==> src/rtl/zero_remap_d2.sv <==
`default_nettype none
// ============================================================================
// Module   : zero_remap_d2
// Brief    : Share-wise zero-to-one remap for the 3-share Kronecker-delta test;
//            aligns bytes with their delta, stores deltas until the inverse returns.
// Revision : 1.0
// ============================================================================
module zero_remap_d2 #(
    parameter int LAT   = 3,
    parameter int DEPTH = 4
) (
    input  logic        clk,
    input  logic        rst,
    input  logic        in_valid,
    output logic        in_ready,
    input  logic [23:0] in_data,
    input  logic [2:0]  kd_delta,
    output logic        map_valid,
    output logic [23:0] map_data,
    input  logic        unmap_in_valid,
    output logic        unmap_in_ready,
    input  logic [23:0] unmap_in_data,
    output logic        unmap_valid,
    output logic [23:0] unmap_data
);

    localparam int c_PTR_W = (DEPTH > 1) ? $clog2(DEPTH) : 1;
    localparam int c_CNT_W = $clog2(DEPTH + 1);
    localparam logic [c_PTR_W-1:0] c_PTR_LAST = c_PTR_W'(DEPTH - 1);
    localparam logic [c_CNT_W-1:0] c_DEPTH    = c_CNT_W'(DEPTH);

    logic [23:0]        r_pipe_data [LAT];
    logic [LAT-1:0]     r_pipe_valid;
    logic [2:0]         r_fifo [DEPTH];
    logic [c_PTR_W-1:0] r_wr_ptr;
    logic [c_PTR_W-1:0] r_rd_ptr;
    logic [c_CNT_W-1:0] r_fifo_count;
    logic [c_CNT_W-1:0] r_occ;
    logic               r_map_valid;
    logic [23:0]        r_map_data;
    logic               r_unmap_valid;
    logic [23:0]        r_unmap_data;

    logic        w_accept;
    logic        w_pop;
    logic        w_push;
    logic [2:0]  w_head;
    logic [23:0] w_map_mask;
    logic [23:0] w_unmap_mask;

    assign in_ready       = (r_occ < c_DEPTH);
    assign unmap_in_ready = (r_fifo_count != '0);

    assign w_accept = in_valid & in_ready;
    assign w_pop    = unmap_in_valid & unmap_in_ready;
    assign w_push   = r_pipe_valid[LAT-1];
    assign w_head   = r_fifo[r_rd_ptr];

    // Each delta share only ever touches bit 0 of its own data share
    assign w_map_mask   = {7'b0, kd_delta[0], 7'b0, kd_delta[1], 7'b0, kd_delta[2]};
    assign w_unmap_mask = {7'b0, w_head[0],   7'b0, w_head[1],   7'b0, w_head[2]};

    assign map_valid   = r_map_valid;
    assign map_data    = r_map_data;
    assign unmap_valid = r_unmap_valid;
    assign unmap_data  = r_unmap_data;

    // Payload storage: qualified by valid bits and the FIFO count, so no reset needed
    always_ff @(posedge clk) begin
        r_pipe_data[0] <= in_data;
        for (int i = 1; i < LAT; i++) begin
            r_pipe_data[i] <= r_pipe_data[i-1];
        end
        if (!rst && w_push) begin
            r_fifo[r_wr_ptr] <= kd_delta;
        end
    end

    always_ff @(posedge clk) begin
        if (rst) begin
            r_pipe_valid  <= '0;
            r_wr_ptr      <= '0;
            r_rd_ptr      <= '0;
            r_fifo_count  <= '0;
            r_occ         <= '0;
            r_map_valid   <= 1'b0;
            r_map_data    <= '0;
            r_unmap_valid <= 1'b0;
            r_unmap_data  <= '0;
        end else begin
            r_pipe_valid[0] <= w_accept;
            for (int i = 1; i < LAT; i++) begin
                r_pipe_valid[i] <= r_pipe_valid[i-1];
            end

            r_map_valid <= w_push;
            if (w_push) begin
                r_map_data <= r_pipe_data[LAT-1] ^ w_map_mask;
                r_wr_ptr   <= (r_wr_ptr == c_PTR_LAST) ? '0 : r_wr_ptr + 1'b1;
            end

            r_unmap_valid <= w_pop;
            if (w_pop) begin
                r_unmap_data <= unmap_in_data ^ w_unmap_mask;
                r_rd_ptr     <= (r_rd_ptr == c_PTR_LAST) ? '0 : r_rd_ptr + 1'b1;
            end

            case ({w_push, w_pop})
                2'b10:   r_fifo_count <= r_fifo_count + 1'b1;
                2'b01:   r_fifo_count <= r_fifo_count - 1'b1;
                default: r_fifo_count <= r_fifo_count;
            endcase

            // A byte moving from the shift register into the FIFO leaves occupancy unchanged
            case ({w_accept, w_pop})
                2'b10:   r_occ <= r_occ + 1'b1;
                2'b01:   r_occ <= r_occ - 1'b1;
                default: r_occ <= r_occ;
            endcase
        end
    end

endmodule
`default_nettype wire
==> config.mk <==
export PLATFORM = sky130hd
export DESIGN_NAME = zero_remap_d2
export DESIGN_NICKNAME = d
export VERILOG_FILES = /design/src/rtl/zero_remap_d2.sv
export SDC_FILE = /design/constraint.sdc
export NUM_CORES = 1
export LEC_CHECK = 0
export CORE_UTILIZATION = 32
export CTS_CLUSTER_SIZE = 12
export DETAILED_ROUTE_END_ITERATION = 16
export PLACE_DENSITY = 0.58
export SYNTH_ARGS = -nofsm -noshare
export SYNTH_HDL_FRONTEND = slang
export SYNTH_SLANG_ARGS = --single-unit
==> constraint.sdc <==
create_clock -name clk -period 2.6 [get_ports clk]
set_input_delay 0.65 -clock clk [delete_from_list [all_inputs] [get_ports clk]]
set_output_delay 0.65 -clock clk [all_outputs]
set_load 0.05 [all_outputs]
==> metrics.md <==
| Metric | Value |
|---|---|
| Pre-Repair DR Iteration Count | `4` |
| Syn Inst Count | `351` |
| Initial antenna violation count | `0` |
| Outcome | `complete, no violations` |
| Flop pwr share | `0.457` |
| Post-synth ARST share | `0` |
| Port bufs | `106` |
| Synth area leaders | `dfxtp_1, edfxtp_1, mux2i_1, nand2_1, nor2_1` |
| First-pass GRT wire length | `12.4 mm` |
| Switching power | `0.00135 W` |
| Reg clk slew, reported paths | `0.06 ns` |
| Period utilization | `0.965` |
| Fin. max-slew vios | `0` |
| Met1 Use GR | `0.134` |
| Core ar. | `13,200 µm²` |
| CTS hold repair buffers | `0` |
| Post-synthesis sequential area ratio | `0.713` |
| Clock share of power | `0.424` |
| Logic gate share of total power | `0.120` |
| Internal power | `0.00415 W` |
| Fmax | `398 MHz` |
| Worst slew margin | `0.629` |
| Warnings from Yosys | `0` |
| Switching part of the total power | `0.246` |
| HP Class | `reg -> reg` |
| DIE WIDTH | `119 µm` |
| Largest net degree at the start of global routing | `39` |
| Vias in the first global route | `2,614` |
| Design Power | `0.00550 W` |
| Post-Route WL | `7.40 mm` |
| Synth Cell Area | `4350 µm²` |
| Met3 Use GR | `0.0526` |
| Setup Skew | `0.00797 ns` |
| Clock latency on the worst-skew pair | `0.41 ns` |
| Total gr overflow | `0` |
| # IOs | `107` |
| Ant diodes | `0` |
| Tightest Pin Transition | `0.555 ns` |
| Share of the synthesized area in the top cell type | `0.631` |
| Worst path required time | `1.95 ns` |
| Leakage power | `2.27 nW` |
| CP arrival | `1.86 ns` |
| Maximum vdd drop | `0.000509 V` |
| Most frequent cells in the layout | `dfxtp_1, clkdlybuf4s50_1, nand2_1, nor2_1, a21oi_1` |
| RSZ-0062 raised after global routing | `false` |
| Post_cts resized | `0` |
| Final ANT Viol Nets | `0` |
| Yosys reg bits | `149` |
| Clk sinks | `149` |
| Worst setup SP type | `register` |
| DRT iter0 DRCs | `82` |
| Drt wl/cell | `11.3 µm` |
| Number of max-cap violations | `0` |
| Final Critical Period | `2.51 ns` |
| H-Tree Depth | `4` |
| Vias | `2,729` |
| Clock tree buffer depth | `2` |
| Syn avg cell area | `12.4 µm²` |
| Synth Net Count | `415` |
| Dominant cell type by area after synthesis | `dfxtp_1` |
| Top_reg_cell synth | `dfxtp_1` |
| Total CTS buffers | `17` |
| Final hold vios | `0` |
| CP Capture Type | `output port` |
| Worst hold margin | `0.319 ns` |
| Final Wtd Congestion | `0.728` |
| Share of layout cells above drive strength 1 | `0.0835` |
| Row cnt | `42` |
| Die span in y | `119 µm` |
| Root buf cell | `clkbuf_16` |
| Die ar. | `14,100 µm²` |
| Gr usage total | `0.117` |
| DP Wirelength | `4.78 mm` |
| Grt peak-use layer | `met2` |
| CTS tree | `built` |
| # Post-CTS Setup Buffers | `0` |
| Final setup fails | `0` |
| Starting Density | `0.328` |
| Pwr dens | `893 nW/µm²` |
| Most common cell after layout, fill and taps aside | `dfxtp_1` |
| DRC Markers | `0` |
| Worst Setup Path Type | `reg -> out` |
| Nets@finish | `530` |
| Post-synth EDFFs | `12` |
| Unique masters post-synth | `25` |
| Vias/cell | `4.17` |
| Layout area overhead | `41.5%` |
| M2 GR Usage | `0.176` |
| Max FO, Critical Path | `4` |
-- critical path: stages, from the launching register on --
cell	delay, ns
dfxtp_1	0.35
or3_1	0.38
clkdlybuf4s50_1	0.72
-- state kept, by name (all words and copies together), names as in the netlist, named ones only --
signal and flops:
r_pipe_valid 3, r_fifo 12, unmap_valid 1, unmap_data 24
r_fifo_count 3, map_data 24, r_pipe_data 72, r_rd_ptr 2
r_occ 3, map_valid 1, r_wr_ptr 2
-- area by class of cell --
| cell class | count | area [µm²] |
|---|---|---|
| Inverter | 11 | 41.3 |
| Sequential cell | 149 | 3100 |
| Clock buffer | 22 | 485 |
| Multi-Input combinational cell | 176 | 1110 |
| Tap cell | 176 | 220 |
| Clock inverter | 10 | 95.1 |
| Timing Repair Buffer | 111 | 1090 |
| Fill cell | 1216 | 7090 |
-- synth_stat cells, types with 2 or more instances --
master    instances
a211oi_1          6
a21oi_1          28
and2_1            4
buf_2             2
buf_4             3
buf_6             3
clkbuf_1          7
dfxtp_1         137
edfxtp_1         12
fa_1              2
ha_1              7
inv_1            10
mux2i_1          22
mux4_1            2
nand2_1          46
nor2_1           38
nor2b_1           2
o21ai_0           2
or3_1             4
xnor2_1           6
xor2_1            4
-- path summary, 6_finish.rpt --
kind,endpoint,startpoint,slack [ns],depth (start not counted)
hold / removal,r_pipe_data[0][24],r_pipe_data[0][0],0.32,0
setup reg to reg,r_fifo_count[2],r_fifo_count[0],0.71,8
setup / recovery,unmap_in_ready,r_fifo_count[2],0.09,2
hold reg to reg,r_pipe_data[0][24],r_pipe_data[0][0],0.32,0
-- metal layers --
metal  part of all wire  vias to the layer above
met4              0.026                        0
met3              0.077                       14
met5                  0                        -
met1               0.45                     1255
li1                   -                     1376
met2               0.45                       84
-- power by group through the flow --
stage	Sequential [W]	Combinational, W	Clock [W]
5_1_grt	0.00253	0.000713	0.00253
3_5_place_dp	0.00256	0.000665	0
2_1_floorplan	0.00272	0.000269	0
3_3_place_gp	0.00256	0.000655	0
6_report	0.00251	0.000658	0.00233
4_1_cts	0.00251	0.000667	0.00240
-- kinds of logic after synthesis --
logic type,share of synthesized area
muxes,0.0679
AOI/OAI and AO/OA,0.0498
DFF,0.713
xor gates and xnor gates,0.0201
adders and majority gates,0.0293
buffers and inverters,0.0308
and+or+nand+nor,0.0886
-- through the flow --
step	std cells	util	area, µm²	setup slack [ns]	setup TNS (ns)
2_1_floorplan	351	-	4350	0.455	0
3_3_place_gp	623	0.421	5570	0.0368	0
3_5_place_dp	623	0.421	5570	-0.0389	-0.0751
4_1_cts	655	0.465	6150	0.0649	0
5_1_grt	655	0.465	6150	0.0194	0
6_report	655	0.465	6150	0.0903	0
(Power assumes the default switching activity.)
